[config.mk]
export PLATFORM = sky130hd
export DESIGN_NAME = osd_spi_master
export DESIGN_NICKNAME = d
export VERILOG_FILES = /design/src/rtl/osd_spi_master.sv
export SDC_FILE = /design/constraint.sdc
export NUM_CORES = 1
export LEC_CHECK = 0
export BUFFER_PORTS_ARGS = -buffer_cell sky130_fd_sc_hd__buf_2
export CAP_MARGIN = 20
export CELL_PAD_IN_SITES_DETAIL_PLACEMENT = 0
export CELL_PAD_IN_SITES_GLOBAL_PLACEMENT = 1
export CORE_ASPECT_RATIO = 1.75
export CORE_UTILIZATION = 37
export CTS_CLUSTER_SIZE = 14
export DETAILED_ROUTE_END_ITERATION = 16
export PLACE_DENSITY_LB_ADDON = 0.1
export SYNTH_ARGS = -nofsm -noshare
export SYNTH_HDL_FRONTEND = slang
export SYNTH_SLANG_ARGS = --single-unit
export TNS_END_PERCENT = 1
[constraint.sdc]
create_clock -name clk_sys -period 2.1 [get_ports clk_sys]
set_input_delay 0.21 -clock clk_sys [delete_from_list [all_inputs] [get_ports clk_sys]]
set_output_delay 0.21 -clock clk_sys [all_outputs]
set_load 0.005 [all_outputs]
[src/rtl/osd_spi_master.sv]
// osd_spi_master: round-robin arbiter and SPI framer for the OSD overlay link.
// Each transaction is one command byte plus 0..256 payload bytes, sent MSB
// first on DI with SS3 held low. The enable state last sent to the overlay is
// mirrored on enable_state_o.
// Ports:
//   clk_sys, reset_n              system clock, async active-low reset
//   req_i[1:0]                    per-requester request (held until done_o)
//   cmd0_i/cmd1_i, len0_i/len1_i  command byte and payload length per requester
//   data0_i/data1_i               payload byte, valid one cycle after data_rd_o
//   data_rd_o, gnt_o, done_o      fetch strobe, one-hot grant, completion pulse
//   busy_o, enable_state_o        activity flag, enable mirror
//   spi_sck_o, spi_ss_o, spi_di_o SPI clock (idle low), select (active low), data
module osd_spi_master #(
  parameter int unsigned CLK_DIV = 4
) (
  input  logic       clk_sys,
  input  logic       reset_n,
  input  logic [1:0] req_i,
  input  logic [7:0] cmd0_i,
  input  logic [7:0] cmd1_i,
  input  logic [8:0] len0_i,
  input  logic [8:0] len1_i,
  input  logic [7:0] data0_i,
  input  logic [7:0] data1_i,
  output logic [1:0] data_rd_o,
  output logic [1:0] gnt_o,
  output logic [1:0] done_o,
  output logic       busy_o,
  output logic       enable_state_o,
  output logic       spi_sck_o,
  output logic       spi_ss_o,
  output logic       spi_di_o
);

  localparam int unsigned CW = 9;
  localparam logic [CW-1:0] DIV_INIT  = CW'(CLK_DIV - 1);
  localparam logic [CW-1:0] LOAD_INIT = CW'(CLK_DIV + 1);
  localparam logic [CW-1:0] LOAD_CAP  = CW'(CLK_DIV);
  localparam logic [CW-1:0] GAP_INIT  = CW'(2 * CLK_DIV - 1);
  localparam logic [8:0]    MAX_LEN   = 9'd256;

  typedef enum logic [2:0] {S_IDLE, S_SETUP, S_SHIFT, S_LOAD, S_GAP} state_t;

  state_t          state_q, state_d;
  logic [CW-1:0]   div_q, div_d;
  logic [2:0]      bit_q, bit_d;
  logic [8:0]      byte_q, byte_d;
  logic [7:0]      sh_q, sh_d;
  logic [7:0]      cmd_q, cmd_d;
  logic            gsel_q, gsel_d;
  logic            rr_q, rr_d;
  logic            sck_q, sck_d, ss_q, ss_d, di_q, di_d;
  logic            busy_q, busy_d, en_q, en_d;
  logic [1:0]      gnt_q, gnt_d, rd_q, rd_d, done_q, done_d;

  logic            div_zero_c, fall_c, pick_c;
  logic [7:0]      cmd_sel_c, data_sel_c;
  logic [8:0]      len_sel_c, len_clamp_c;

  // Arbitration: single request wins outright, contention goes to the requester not served last.
  always_comb begin
    pick_c      = (req_i == 2'b11) ? ~rr_q : req_i[1];
    cmd_sel_c   = pick_c ? cmd1_i : cmd0_i;
    len_sel_c   = pick_c ? len1_i : len0_i;
    len_clamp_c = (len_sel_c > MAX_LEN) ? MAX_LEN : len_sel_c;
    data_sel_c  = gsel_q ? data1_i : data0_i;
    div_zero_c  = (div_q == '0);
    fall_c      = (state_q == S_SHIFT) && div_zero_c && sck_q;
  end

  // State register.
  always_ff @(posedge clk_sys or negedge reset_n) begin
    if (!reset_n) state_q <= S_IDLE;
    else          state_q <= state_d;
  end

  // Next-state logic.
  always_comb begin
    state_d = state_q;
    case (state_q)
      S_IDLE:  if (|req_i) state_d = S_SETUP;
      S_SETUP: if (div_zero_c) state_d = S_SHIFT;
      S_SHIFT: if (fall_c && (bit_q == 3'd7)) state_d = (byte_q != '0) ? S_LOAD : S_GAP;
      S_LOAD:  if (div_zero_c) state_d = S_SHIFT;
      S_GAP:   if (div_zero_c) state_d = S_IDLE;
      default: state_d = S_IDLE;
    endcase
  end

  // Datapath and next values of the registered outputs.
  always_comb begin
    div_d  = div_zero_c ? div_q : div_q - CW'(1);
    bit_d  = bit_q;
    byte_d = byte_q;
    sh_d   = sh_q;
    cmd_d  = cmd_q;
    gsel_d = gsel_q;
    rr_d   = rr_q;
    sck_d  = sck_q;
    ss_d   = ss_q;
    di_d   = di_q;
    busy_d = busy_q;
    en_d   = en_q;
    gnt_d  = gnt_q;
    rd_d   = 2'b00;
    done_d = 2'b00;
    case (state_q)
      S_IDLE: begin
        if (|req_i) begin
          gsel_d = pick_c;
          rr_d   = pick_c;
          cmd_d  = cmd_sel_c;
          sh_d   = cmd_sel_c;
          byte_d = len_clamp_c;
          bit_d  = 3'd0;
          div_d  = DIV_INIT;
          ss_d   = 1'b0;
          di_d   = cmd_sel_c[7];
          gnt_d  = pick_c ? 2'b10 : 2'b01;
          busy_d = 1'b1;
        end
      end
      S_SETUP: begin
        if (div_zero_c) begin
          sck_d = 1'b1;
          div_d = DIV_INIT;
        end
      end
      S_SHIFT: begin
        if (div_zero_c) begin
          div_d = DIV_INIT;
          if (sck_q) begin
            sck_d = 1'b0;
            if (bit_q == 3'd7) begin
              if (byte_q != '0) begin
                rd_d   = gnt_q;
                byte_d = byte_q - 9'd1;
                div_d  = LOAD_INIT;
              end else begin
                ss_d   = 1'b1;
                di_d   = 1'b0;
                done_d = gnt_q;
                div_d  = GAP_INIT;
                // Only the enable/disable commands (0x40/0x41) update the mirror.
                if (cmd_q[7:1] == 7'b0100000) en_d = cmd_q[0];
              end
            end else begin
              bit_d = bit_q + 3'd1;
              sh_d  = {sh_q[6:0], 1'b0};
              di_d  = sh_q[6];
            end
          end else begin
            sck_d = 1'b1;
          end
        end
      end
      S_LOAD: begin
        // Fetch strobe went out on entry; the byte arrives one cycle later.
        if (div_q == LOAD_CAP) begin
          sh_d = data_sel_c;
          di_d = data_sel_c[7];
        end
        if (div_zero_c) begin
          sck_d = 1'b1;
          bit_d = 3'd0;
          div_d = DIV_INIT;
        end
      end
      S_GAP: begin
        if (div_zero_c) begin
          gnt_d  = 2'b00;
          busy_d = 1'b0;
        end
      end
      default: ;
    endcase
  end

  // Datapath and output registers.
  always_ff @(posedge clk_sys or negedge reset_n) begin
    if (!reset_n) begin
      div_q  <= '0;
      bit_q  <= '0;
      byte_q <= '0;
      sh_q   <= '0;
      cmd_q  <= '0;
      gsel_q <= 1'b0;
      rr_q   <= 1'b1;
      sck_q  <= 1'b0;
      ss_q   <= 1'b1;
      di_q   <= 1'b0;
      busy_q <= 1'b0;
      en_q   <= 1'b1;
      gnt_q  <= 2'b00;
      rd_q   <= 2'b00;
      done_q <= 2'b00;
    end else begin
      div_q  <= div_d;
      bit_q  <= bit_d;
      byte_q <= byte_d;
      sh_q   <= sh_d;
      cmd_q  <= cmd_d;
      gsel_q <= gsel_d;
      rr_q   <= rr_d;
      sck_q  <= sck_d;
      ss_q   <= ss_d;
      di_q   <= di_d;
      busy_q <= busy_d;
      en_q   <= en_d;
      gnt_q  <= gnt_d;
      rd_q   <= rd_d;
      done_q <= done_d;
    end
  end

  assign data_rd_o      = rd_q;
  assign gnt_o          = gnt_q;
  assign done_o         = done_q;
  assign busy_o         = busy_q;
  assign enable_state_o = en_q;
  assign spi_sck_o      = sck_q;
  assign spi_ss_o       = ss_q;
  assign spi_di_o       = di_q;

endmodule

=== Yosys cells after proc, flatten, opt, wreduce, memory -nomap -nowiden ===
Index checks and enable logic that the tools add are counted.

* Equal/unequal tests: 21
* Order comparisons: 1
* Bitwise gates (word level): 2
* Multiplexer cells: 70
* Reductions and logical operators: 22
* Add/subtract/negate cells: 3

{| class="wikitable"
|+ Operators with widths
! operator !! number
|-
| $mux 9 || 11
|-
| $reduce_and 6->1 || 6
|-
| $mux 7 || 5
|-
| $mux 3 || 11
|-
| $mux 2 || 14
|-
| $pmux 9 s3 || 1
|-
| $pmux 7 s3 || 1
|-
| $pmux 9 s2 || 1
|-
| $sub 9x1->9 const B || 2
|-
| $mux 1 || 17
|-
| $mux 8 || 2
|-
| $ne 2x2->1 const B || 8
|-
| $pmux 3 s4 || 1
|-
| $eq 9x3->1 const B || 1
|-
| $gt 9x9->1 const B || 1
|-
| $logic_not 9->1 || 1
|-
| $pmux 3 s3 || 1
|-
| $reduce_bool 9->1 || 1
|-
| $ne 2x1->1 const B || 4
|-
| $eq 7x6->1 const B || 1
|-
| $eq 3x2->1 const B || 2
|-
| $eq 3x3->1 const B || 2
|-
| $pmux 1 s2 || 3
|-
| $reduce_and 3->1 || 2
|-
| 14 further kinds || 20
|}

* Bits in registers: 52
* Word-level logic and storage cells: 135
* Input port bits: 54
* Output and inout port bits: 11

=== Longest topological paths before layout ===
* Word-level depth: 7
* Depth in mapped cells: 10
* Depth with buffers taken out: 8

=== Worst setup path after synthesis ===
No wires, ideal clock.

* Path kind: register to register
* Start point: register div_q[0]
* End point: register en_q, in the netlist enable_state_o
* Stages on the path, launching flop included: 10
* Library setup time: 82 ps
* Arrival: 2068 ps
* Clock period less this slack: 2150 ps
* Path slack: -50 ps
* Data required time: 2018 ps
* Path buffers: 1
* Cell sequence: dfrtp_1 -> inv_1 -> ha_1 -> nor4b_1 -> and2_1 -> buf_6 -> inv_4 -> or3_4 -> nor3_2 -> mux2_2

* Word-level cells in the longest chain between the ends: 2

{| class="wikitable"
|+ RTL lines
! element !! line !! RTL
|-
| from (decl) || 45 || <nowiki>logic [CW-1:0] div_q, div_d;</nowiki>
|-
| from (signal assigned) || 198 || <nowiki>div_q <= div_d;</nowiki>
|-
| $logic_not 9->1 || 67 || <nowiki>div_zero_c = (div_q == '0);</nowiki>
|-
| $reduce_and 6->1 (no line) || - ||
|-
| to (signal assigned) || 209 || <nowiki>en_q <= en_d;</nowiki>
|-
| to (decl) || 53 || <nowiki>logic busy_q, busy_d, en_q, en_d;</nowiki>
|}

Every way passes these cells.
A chain may end at the register's enable or synchronous reset.

=== Final worst setup path ===
* Start point: register div_q[1]
* End point: register en_q, in the netlist enable_state_o

The elaborated chain is that of the path after synthesis.

==> flow_metrics.env <==
export IMPL_drive_gt1_frac=0.328
export IMPL_rsz0062_at_grt="true"
export IMPL_synth_edff_count=0
export IMPL_tritoncts="built"
export IMPL_syn_to_final_growth_pct=26.4
export IMPL_yosysSeqAreaShare=0.428
export IMPL_placed_area_um2=3680
export IMPL_h_tree_depth=2
export IMPL_drt_iter0_drc=126
export IMPL_vias=2735
export IMPL_violations="DRC"
export IMPL_cp_num_buf_inv=2
export IMPL_cts_buffer_depth=2
export IMPL_period_share=0.968
export IMPL_synth_adder_area_share=0.0287
export IMPL_syn_inst=324
export IMPL_netlist_cell_type_count=50
export IMPL_post_place_ws_ns=0.0267
export IMPL_end_kind="flip-flop"
export IMPL_fin_nets=472
export IMPL_crit_chain="inv_2 -> ha_2 -> nor4b_2 -> and2_1 -> inv_4 -> or3_4 -> nor3_2 -> mux2_2"
export IMPL_ant_nets=0
export IMPL_syn_area_um2=3050
export IMPL_synth_top_family_by_area="compound AO/OA/AOI/OAI gates"
export IMPL_filler_cell_count=776
export IMPL_yosysMostFrequentCell="dfrtp_1"
export IMPL_worstPathRequired_ns=2.32
export IMPL_finalSetupViolCount=0
export IMPL_rows=43
export IMPL_p_leak_nw=1.75
export IMPL_fin_worst_skew_ns=0.00754
export IMPL_synth_common_cells="dfrtp_1 (49), nor2_1 (33), nand2_1 (30), a21oi_1 (24), o21ai_0 (23)"
export IMPL_hold_slack_ns=0.156
export IMPL_timing_rr_end="enable_state_o"
export IMPL_cp_arrival_ns=2.25
export IMPL_status="complete, but fails checks"
export IMPL_cts_root_buf="clkbuf_16"
export IMPL_yosys_area_top_type="dfrtp_1"
export IMPL_yosysWarnings=0
export IMPL_crit_slowest_cell="dfrtp_1"
export IMPL_setup_ws_ns=0.0662
export IMPL_fmax_mhz=492
export IMPL_finish_instance_area_um2=3860
export IMPL_critPathMaxStageDelay_ns=0.40
export IMPL_synth_xor_area_frac=0.0144
export IMPL_synth_top_area_frac=0.402
export IMPL_via_per_inst=5.45
export IMPL_wirelength_um=8130
export IMPL_yosys_top_cells_area="dfrtp_1 (40%), mux2i_1 (6.9%), mux2_2 (5.5%)"
export IMPL_whs_path_depth=2
export IMPL_clkSlewWorstSetupHoldPaths_ns=0.07
export IMPL_critPathTopFamily="simple AND/OR/NAND/NOR gates"
export IMPL_synth_compound_area_frac=0.186
export IMPL_async_reset_ff_frac=1.00
export IMPL_place_gp_congestion=0.837
export IMPL_clock_sinks=52
export IMPL_crit_path_max_fanout=4
export IMPL_drtPass1Iterations=10
export IMPL_critPathKind="reg -> reg"
export IMPL_die_w_um=70.7
export IMPL_post_cts_buffers=0
export IMPL_grtUsageTotal=0.199
export IMPL_yosys_area_share_simple=0.182
export IMPL_initial_core_util=0.383
export IMPL_dieArea_um2=8630
export IMPL_io_pins=65
export IMPL_worstHoldStart="req_i[0]"
export IMPL_die_y_um=122
export IMPL_grt_pass1_wl_um=13200
export IMPL_r2r_slack_ns=0.07
export IMPL_vdd_ir_drop_max_v=0.000460
export IMPL_ys_flop_type="dfrtp_1"
export IMPL_hold_path_class="in -> reg"
export IMPL_synthMuxAreaShare=0.124
export IMPL_drc=4
export IMPL_numPortBuffers=64
export IMPL_min_period_ns=2.03
export IMPL_maxSlewHeadroom=0.592
export IMPL_reg2regPathDepth=8
export IMPL_hpwl_um=6430
export IMPL_hold_violations=0
export IMPL_ys_ff_latch=52
export IMPL_first_global_vias=2732
export IMPL_maxCapViolCount=0
export IMPL_clock_latency_ns=0.29
export IMPL_start_kind="flip-flop"
export IMPL_cts_buffers=5
export IMPL_drv_slew=0
export IMPL_core_area_um2=7960
export IMPL_syn_nets=385
export IMPL_grt_antenna_before_repair=0
export IMPL_diodes=0
export IMPL_hold_end="rr_q"
export IMPL_overflow=0
export IMPL_worstReg2RegStart="div_q[1]"
export IMPL_wl_per_cell_um=16.2
export IMPL_tightest_slew_ns=0.607
export IMPL_powerDensity_nw_per_um2=1180
export IMPL_grt_max_degree=31
export IMPL_synth_area_per_cell_um2=9.42
-- state kept, by name, indices dropped and copies added (netlist names), 2 cells and up --
register	cells
cmd_q	8
gnt_o	2
data_rd_o	2
done_o	2
byte_q	9
state_q	3
div_q	9
bit_q	3
sh_q	7
-- stage by stage --
stage           util  std cells  power [W]  TNS [ns]
6_report       0.484        502    0.00456         0
5_1_grt        0.484        502    0.00491   -0.0993
4_1_cts        0.481        502    0.00457         0
3_5_place_dp   0.463        493    0.00376         0
3_3_place_gp   0.463        493    0.00373         0
2_1_floorplan      -        324    0.00305         0
-- worst max path at each step --
| stage | slack [ns] | startpoint | to | cells after the start |
|---|---|---|---|---|
| final | 0.07 | div_q[1] | enable_state_o | 8 |
| after global routing | -0.06 | div_q[7] | enable_state_o | 6 |
| after detailed placement | 0.03 | bit_q[0] | sh_q[5] | 8 |
| after CTS | 0.007 | div_q[5] | byte_q[8] | 6 |
| after global placement | 0.05 | bit_q[0] | sh_q[3] | 8 |
| after floorplan | 0.05 | div_q[0] | enable_state_o | 9 |
-- area by class of cell --
type | instances | area (µm²) | share of cell area
Tap cell | 90 | 113 | 0.0292
Multi-Input combinational cell | 247 | 1670 | 0.432
Sequential cell | 52 | 1310 | 0.338
Clock buffer | 7 | 133 | 0.0344
Inverter | 7 | 28.8 | 0.00746
Timing Repair Buffer | 98 | 607 | 0.157
Clock inverter | 1 | 5.00 | 0.00130
-- cell usage in the layout (no fill, tap or decap), types with 7 or more instances in the layout --
cell type,n
nor2_1,33
buf_2,64
mux2_2,15
nor2b_1,8
o21ai_0,22
dfrtp_1,49
a21oi_1,23
mux2i_1,21
buf_4,30
nand2_1,30
nor3_1,7
a22o_1,9
-- cell families (layout without fill, tap and decap cells) --
| family | after synthesis | in the layout |
|---|---|---|
| xor+xnor | 5 | 5 |
| flops | 52 | 52 |
| mux | 36 | 36 |
| simple gates | 111 | 111 |
| buf+inv | 25 | 113 |
| compound gates | 88 | 88 |
| fa+ha+maj | 7 | 7 |
-- metal layers --
metal	GRT usage	vias to the layer above	share of wire
met5	0	-	0
met2	0.382	46	0.56
met3	0.0298	12	0.023
li1	-	1357	-
met4	0.0675	0	0.015
met1	0.220	1320	0.40
-- where the power goes --
group | total, W | leakage [nW] | internal [W] | switching [W]
clock network | 0.000788 | 0.0679 | 0.000441 | 0.000347
registers | 0.00176 | 0.625 | 0.00140 | 0.000359
logic | 0.00201 | 1.06 | 0.00101 | 0.00101
-- timing repair --
action | in CTS | in global routing
hold buffers | 1 | 0
endpoints found under the hold margin | 22 | 0
gates resized for setup | 0 | 7
setup endpoints to repair | 0 | 17
(Power assumes the default switching activity.)
